[src/rtl/qsn_sched_len5.sv]
// Two-port round-robin scheduler and configuration sequencer for the Z=5,
// 3-bit-message QSN barrel shifter. Merge select is driven in the accept
// cycle. Data and left/right selects are driven one cycle later. Two tag
// stages mark each result as it leaves the shifter.
module qsn_sched_len5 #(
  parameter int unsigned Z = 5,
  parameter int unsigned Q = 3
) (
  input  logic             sys_clk,
  input  logic             rstn,
  input  logic [1:0]       req_valid,
  output logic [1:0]       req_ready,
  input  logic [2:0]       req0_shift,
  input  logic [2:0]       req1_shift,
  input  logic [Z*Q-1:0]   req0_data,
  input  logic [Z*Q-1:0]   req1_data,
  output logic [Z-1:0]     sw_in_bit0,
  output logic [Z-1:0]     sw_in_bit1,
  output logic [Z-1:0]     sw_in_bit2,
  output logic [2:0]       left_sel,
  output logic [2:0]       right_sel,
  output logic [Z-2:0]     merge_sel,
  output logic             out_valid,
  output logic             out_id,
  output logic             out_err,
  output logic             err_shift,
  output logic [1:0]       inflight
);

  localparam logic [2:0] ZS = 3'(Z);

  logic             ptr_q, ptr_d;
  logic [Z*Q-1:0]   data_q, data_d;
  logic [2:0]       left_q, left_d;
  logic [2:0]       right_q, right_d;
  logic             t1_v_q, t1_v_d, t1_id_q, t1_id_d, t1_err_q, t1_err_d;
  logic             t2_v_q, t2_v_d, t2_id_q, t2_id_d, t2_err_q, t2_err_d;
  logic             err_q, err_d;

  logic             accept;
  logic             gnt_id;
  logic [2:0]       sel_shift;
  logic [2:0]       shift_eff;
  logic             illegal;
  logic [Z*Q-1:0]   sel_data;
  logic [Z-2:0]     merge_enc;

  // Round-robin grant. The pointer names the last winner, so on contention the other requester wins.
  always_comb begin
    req_ready = '0;
    if (rstn) begin
      case (req_valid)
        2'b01:   req_ready = 2'b01;
        2'b10:   req_ready = 2'b10;
        2'b11:   req_ready = ptr_q ? 2'b01 : 2'b10;
        default: req_ready = '0;
      endcase
    end
  end

  // Select the granted request. An out-of-range shift is treated as a shift of 0.
  always_comb begin
    accept    = |req_ready;
    gnt_id    = req_ready[1];
    sel_shift = gnt_id ? req1_shift : req0_shift;
    sel_data  = gnt_id ? req1_data : req0_data;
    illegal   = accept && (sel_shift >= ZS);
    shift_eff = (sel_shift >= ZS) ? 3'd0 : sel_shift;
    merge_enc = '0;
    for (int unsigned k = 0; k < Z - 1; k++) begin
      merge_enc[k] = (k + int'(shift_eff)) < (Z - 1);
    end
    merge_sel = accept ? merge_enc : '1;
  end

  // Next state for the dispatch registers, the two tag stages, the pointer and the sticky error flag.
  always_comb begin
    ptr_d    = accept ? gnt_id : ptr_q;
    data_d   = accept ? sel_data : '0;
    left_d   = accept ? shift_eff : '0;
    right_d  = (accept && shift_eff != 3'd0) ? (ZS - shift_eff) : '0;
    t1_v_d   = accept;
    t1_id_d  = accept & gnt_id;
    t1_err_d = illegal;
    t2_v_d   = t1_v_q;
    t2_id_d  = t1_id_q;
    t2_err_d = t1_err_q;
    err_d    = err_q | illegal;
  end

  // State registers with synchronous active-low reset.
  always_ff @(posedge sys_clk) begin
    if (!rstn) begin
      ptr_q    <= 1'b1;
      data_q   <= '0;
      left_q   <= '0;
      right_q  <= '0;
      t1_v_q   <= 1'b0;
      t1_id_q  <= 1'b0;
      t1_err_q <= 1'b0;
      t2_v_q   <= 1'b0;
      t2_id_q  <= 1'b0;
      t2_err_q <= 1'b0;
      err_q    <= 1'b0;
    end else begin
      ptr_q    <= ptr_d;
      data_q   <= data_d;
      left_q   <= left_d;
      right_q  <= right_d;
      t1_v_q   <= t1_v_d;
      t1_id_q  <= t1_id_d;
      t1_err_q <= t1_err_d;
      t2_v_q   <= t2_v_d;
      t2_id_q  <= t2_id_d;
      t2_err_q <= t2_err_d;
      err_q    <= err_d;
    end
  end

  // Output mapping from the registered state.
  always_comb begin
    sw_in_bit0 = data_q[Z-1:0];
    sw_in_bit1 = data_q[2*Z-1:Z];
    sw_in_bit2 = data_q[3*Z-1:2*Z];
    left_sel   = left_q;
    right_sel  = right_q;
    out_valid  = t2_v_q;
    out_id     = t2_id_q;
    out_err    = t2_err_q;
    err_shift  = err_q;
    inflight   = {1'b0, t1_v_q} + {1'b0, t2_v_q};
  end

endmodule

[config.mk]
export PLATFORM = sky130hd
export DESIGN_NAME = qsn_sched_len5
export DESIGN_NICKNAME = d
export VERILOG_FILES = /design/src/rtl/qsn_sched_len5.sv
export SDC_FILE = /design/constraint.sdc
export NUM_CORES = 1
export LEC_CHECK = 0
export ABC_AREA = 1
export BUFFER_PORTS_ARGS = -buffer_cell sky130_fd_sc_hd__buf_4
export CORE_UTILIZATION = 42
export CTS_CLUSTER_SIZE = 28
export DETAILED_ROUTE_END_ITERATION = 8
export PLACE_DENSITY = 0.88
export SLEW_MARGIN = 25
export SYNTH_ARGS = -nofsm -noshare
export SYNTH_HDL_FRONTEND = slang
export SYNTH_SLANG_ARGS = --single-unit
[constraint.sdc]
create_clock -name sys_clk -period 2.45 [get_ports sys_clk]
set_clock_uncertainty 0.05 [all_clocks]
set_input_delay 0.6125 -clock sys_clk [delete_from_list [all_inputs] [get_ports sys_clk]]
set_output_delay 0.6125 -clock sys_clk [all_outputs]
set_load 0.01 [all_outputs]
==> results.txt <==
----------------------------------------------------
[Worst setup path]
  Worst Path Required ... 1790 ps
  Max Fanout on Critical Path ... 6
  Category of the worst setup path launch point ... input pin
  CP endpoint kind ... output port
  Data arrival time at the worst-slack endpoint ... 1860 ps
  Startpoint of the worst register-to-register path ... ptr_q$_SDFFE_PN1N_
  Kind of critical path ... input pin to output port
  Worst Setup SP ... rstn

[Drt]
  Pre-Repair DR Iteration Count ... 4
  Routed WL per cell ... 13.0 um
  Via-per-instance ratio ... 4.68
  Vias ... 1,347
  Iteration-0 DRC Markers ... 54
  Detailed-route DRC error count ... 0
  Antenna-violating nets left ... 0
  Drt total wl ... 3740 um

[Synth]
  Cell type with the highest aggregate area in the netlist ... sky130_fd_sc_hd__dfxtp_1
  Dominant combinational cell family by area after synthesis ... simple AND/OR/NAND/NOR gates
  Most used standard cell by instance count after synthesis ... sky130_fd_sc_hd__nand2_1
  Share of synthesized area occupied by flip-flops and latches ... 0.473
  Number of synthesized register bits ... 29
  Count of yosys warnings during synthesis ... 0
  Count of flip-flops with a built-in enable after synthesis ... 0
  Gate Count Post-Synth ... 158
  Multiplexer fraction of the synthesized cell area ... 0
  Area fraction of the dominant cell type after synthesis ... 0.473
  Share of synthesized cell area in and, or, nand and nor gates ... 0.292
  Proportion of register bits with asynchronous set or reset after synthesis ... 0
  Xor/xnor cell area share of the yosys netlist ... 0
  Adder-cell share of the synthesized area ... 0.0408
  Distinct cells, synth ... 23
  Area contributors post-synth ... sky130_fd_sc_hd__dfxtp_1, sky130_fd_sc_hd__nand2_1, sky130_fd_sc_hd__inv_1
  Prevailing post-synth register cell ... sky130_fd_sc_hd__dfxtp_1
  Mapped Area ... 0.00123 mm^2
  Top cells by count, synth ... sky130_fd_sc_hd__nand2_1, sky130_fd_sc_hd__dfxtp_1, sky130_fd_sc_hd__inv_1, sky130_fd_sc_hd__a21oi_1, sky130_fd_sc_hd__nand3_1
  Fraction of the mapped netlist area in compound gates ... 0.0907
  Synthesized netlist net count ... 202
  Average instance area after synthesis ... 7.77 um^2

[Placement]
  Buffers on Ports ... 72
  Routability-driven placement congestion ratio ... 0.794
  Number of cells after detailed placement ... 275
  HPWL after detailed placement ... 2360 um
  Cell Area, Placed ... 0.00191 mm^2
  Minimum setup slack after placement ... -216 ps

[STA]
  Smallest setup slack after layout ... -75.7 ps
  Highest clock frequency the design can meet ... 0.396 GHz
  Final number of setup-violating endpoints ... 2
  Max-slew violation count ... 0
  Final total negative setup slack ... -95.7 ps
  Period utilisation layout ... 1.03
  Worst slew pin tran ... 252 ps
  Post-route minimum period ... 2530 ps
  Hold violation total from the final report ... 0
  Worst slew margin relative to its limit ... 0.831
  RSZ-0062 raised after global routing ... yes

[Layout]
  Non-Filler Instances ... 288
  Share of layout cells above drive strength 1 ... 0.529
  Area Growth Syn to Fin ... 78.1%
  Number of diodes ... 0
  Number of nets in the finished design ... 301
  Final core utilization ... 0.793
  Post-route cell area ... 0.00219 mm^2

[Power and ir drop]
  Worst vdd ir ... 0.000511 V
  Cell area power density ... 510 mW/mm^2
  Leakage ... 1.19 nW

[CTS]
  CTS buffer count ... 5
  Clock root buffer master ... sky130_fd_sc_hd__clkbuf_4
  Worst-skew pair later-pin latency ... 310 ps
  Clock transition at the register clock pins on the worst setup and hold paths after CTS ... 80 ps
  Worst-case clock buffer depth ... 2
  Total number of H-tree levels ... 2
  Total number of clock tree sinks ... 29
  Number of hold buffers added after cts ... 0
  TritonCTS clock tree ... yes

[Die]
  Ports placed on the boundary ... 73
  Die Height ... 56.1 um
  Standard-cell rows ... 19
  Total core area ... 0.00276 mm^2
  Die Footprint ... 0.00314 mm^2
  Initial Util ... 0.445
  Die Wd ... 56.1 um

[Worst hold path]
  Worst hold-check path type ... flip-flop to flip-flop
  Beginning of the worst hold path ... t1_id_q$_SDFF_PN0_

[Global routing]
  Number of antenna violations at the first check in global routing ... 0
  Total congestion overflow after global routing ... 0
  First-pass GRT wire length ... 5750 um
  Vias in the first global route ... 1,342
  Overall Global Routing Usage ... 0.235
  Largest net degree at the start of global routing ... 16

[Status]
  Outcome ... finished with violations
  Violated checks ... setup timing

[Job]
  Max-cap viol count ... 0

----------------------------------------------------
[report_power, final]
part           switching (mW)  internal (mW)  leakage, nW
registers              0.0129          0.506        0.240
logic                   0.153          0.166        0.917
clock network           0.142          0.135       0.0314
total                   0.308          0.807         1.19
[area by class of cell]
class	instances	area [um^2]
timing repair buffer	96	743
multi-input combinational	100	662
sequential	29	584
fill	192	572
inverter	25	103
clock buffer	7	55.1
tap	31	38.8
[final timing paths]
check / endpoint / slack [ps] / cells past startpoint
setup / recovery: merge_sel[3] / -80 / 15
hold / removal: out_id$_SDFF_PN0_ / 380 / 2
setup reg to reg: right_sel[0]$_SDFF_PN0_ / 930 / 11
hold reg to reg: out_id$_SDFF_PN0_ / 380 / 2
[repair_timing]
item | 4_1_cts | 5_1_grt
gates resized for setup | 24 | 19
endpoints found under the hold margin | 0 | 0
endpoints found under the setup margin | 4 | 4
buffers inserted | 4 | 2
pin swaps | 9 | 11
[registers in the layout (all words and copies together), names as in the netlist]
| signal | flops |
|---|---|
| out_err | 1 |
| err_shift | 1 |
| left_sel | 3 |
| data_q | 15 |
| t1_err_q | 1 |
| right_sel | 3 |
| t1_id_q | 1 |
| out_id | 1 |
| out_valid | 1 |
| t1_v_q | 1 |
| ptr_q | 1 |
[layout by cell type (no fill, tap or decap), drive strengths merged]
master and instances:
clkinv 1, inv 24, buf 96, dfxtp 29
nor2 7, or2 1, nand3 10, nand3b 1
o21ai 1, nand2 58, ha 4, o211ai 1
clkbuf 7, a21oi 16, a211oi 1
[stage by stage]
step | hold slack [ps] | power, mW
2_1_floorplan | 340 | 0.642
3_3_place_gp | 345 | 0.786
3_5_place_dp | 356 | 0.792
4_1_cts | 373 | 1.10
5_1_grt | 400 | 1.18
6_report | 376 | 1.12
[cell families after synthesis]
logic type,Yosys count
fa+ha+maj,4
simple gates,77
buf+inv,29
compound gates,19
flops,29
[worst max-delay path, stage by stage]
cell and delay, ps:
sky130_fd_sc_hd__buf_6 110, sky130_fd_sc_hd__nand2_8 80, sky130_fd_sc_hd__inv_8 50, sky130_fd_sc_hd__nand2_8 90, sky130_fd_sc_hd__nand2_4 60, sky130_fd_sc_hd__nand2_4 80, sky130_fd_sc_hd__nand2_4 60, sky130_fd_sc_hd__nor2_4 130
sky130_fd_sc_hd__ha_2 200, sky130_fd_sc_hd__nand3_2 60, sky130_fd_sc_hd__nand2_1 60, sky130_fd_sc_hd__inv_1 30, sky130_fd_sc_hd__nand2_1 50, sky130_fd_sc_hd__nand2_1 60, sky130_fd_sc_hd__buf_6 130
[metal layers]
metal  global-route usage  share of wire
met1                0.252           0.38
met2                0.417           0.53
met3               0.0930          0.079
met4               0.0836         0.0072
met5                    0              0
(Power assumes the default switching activity.)
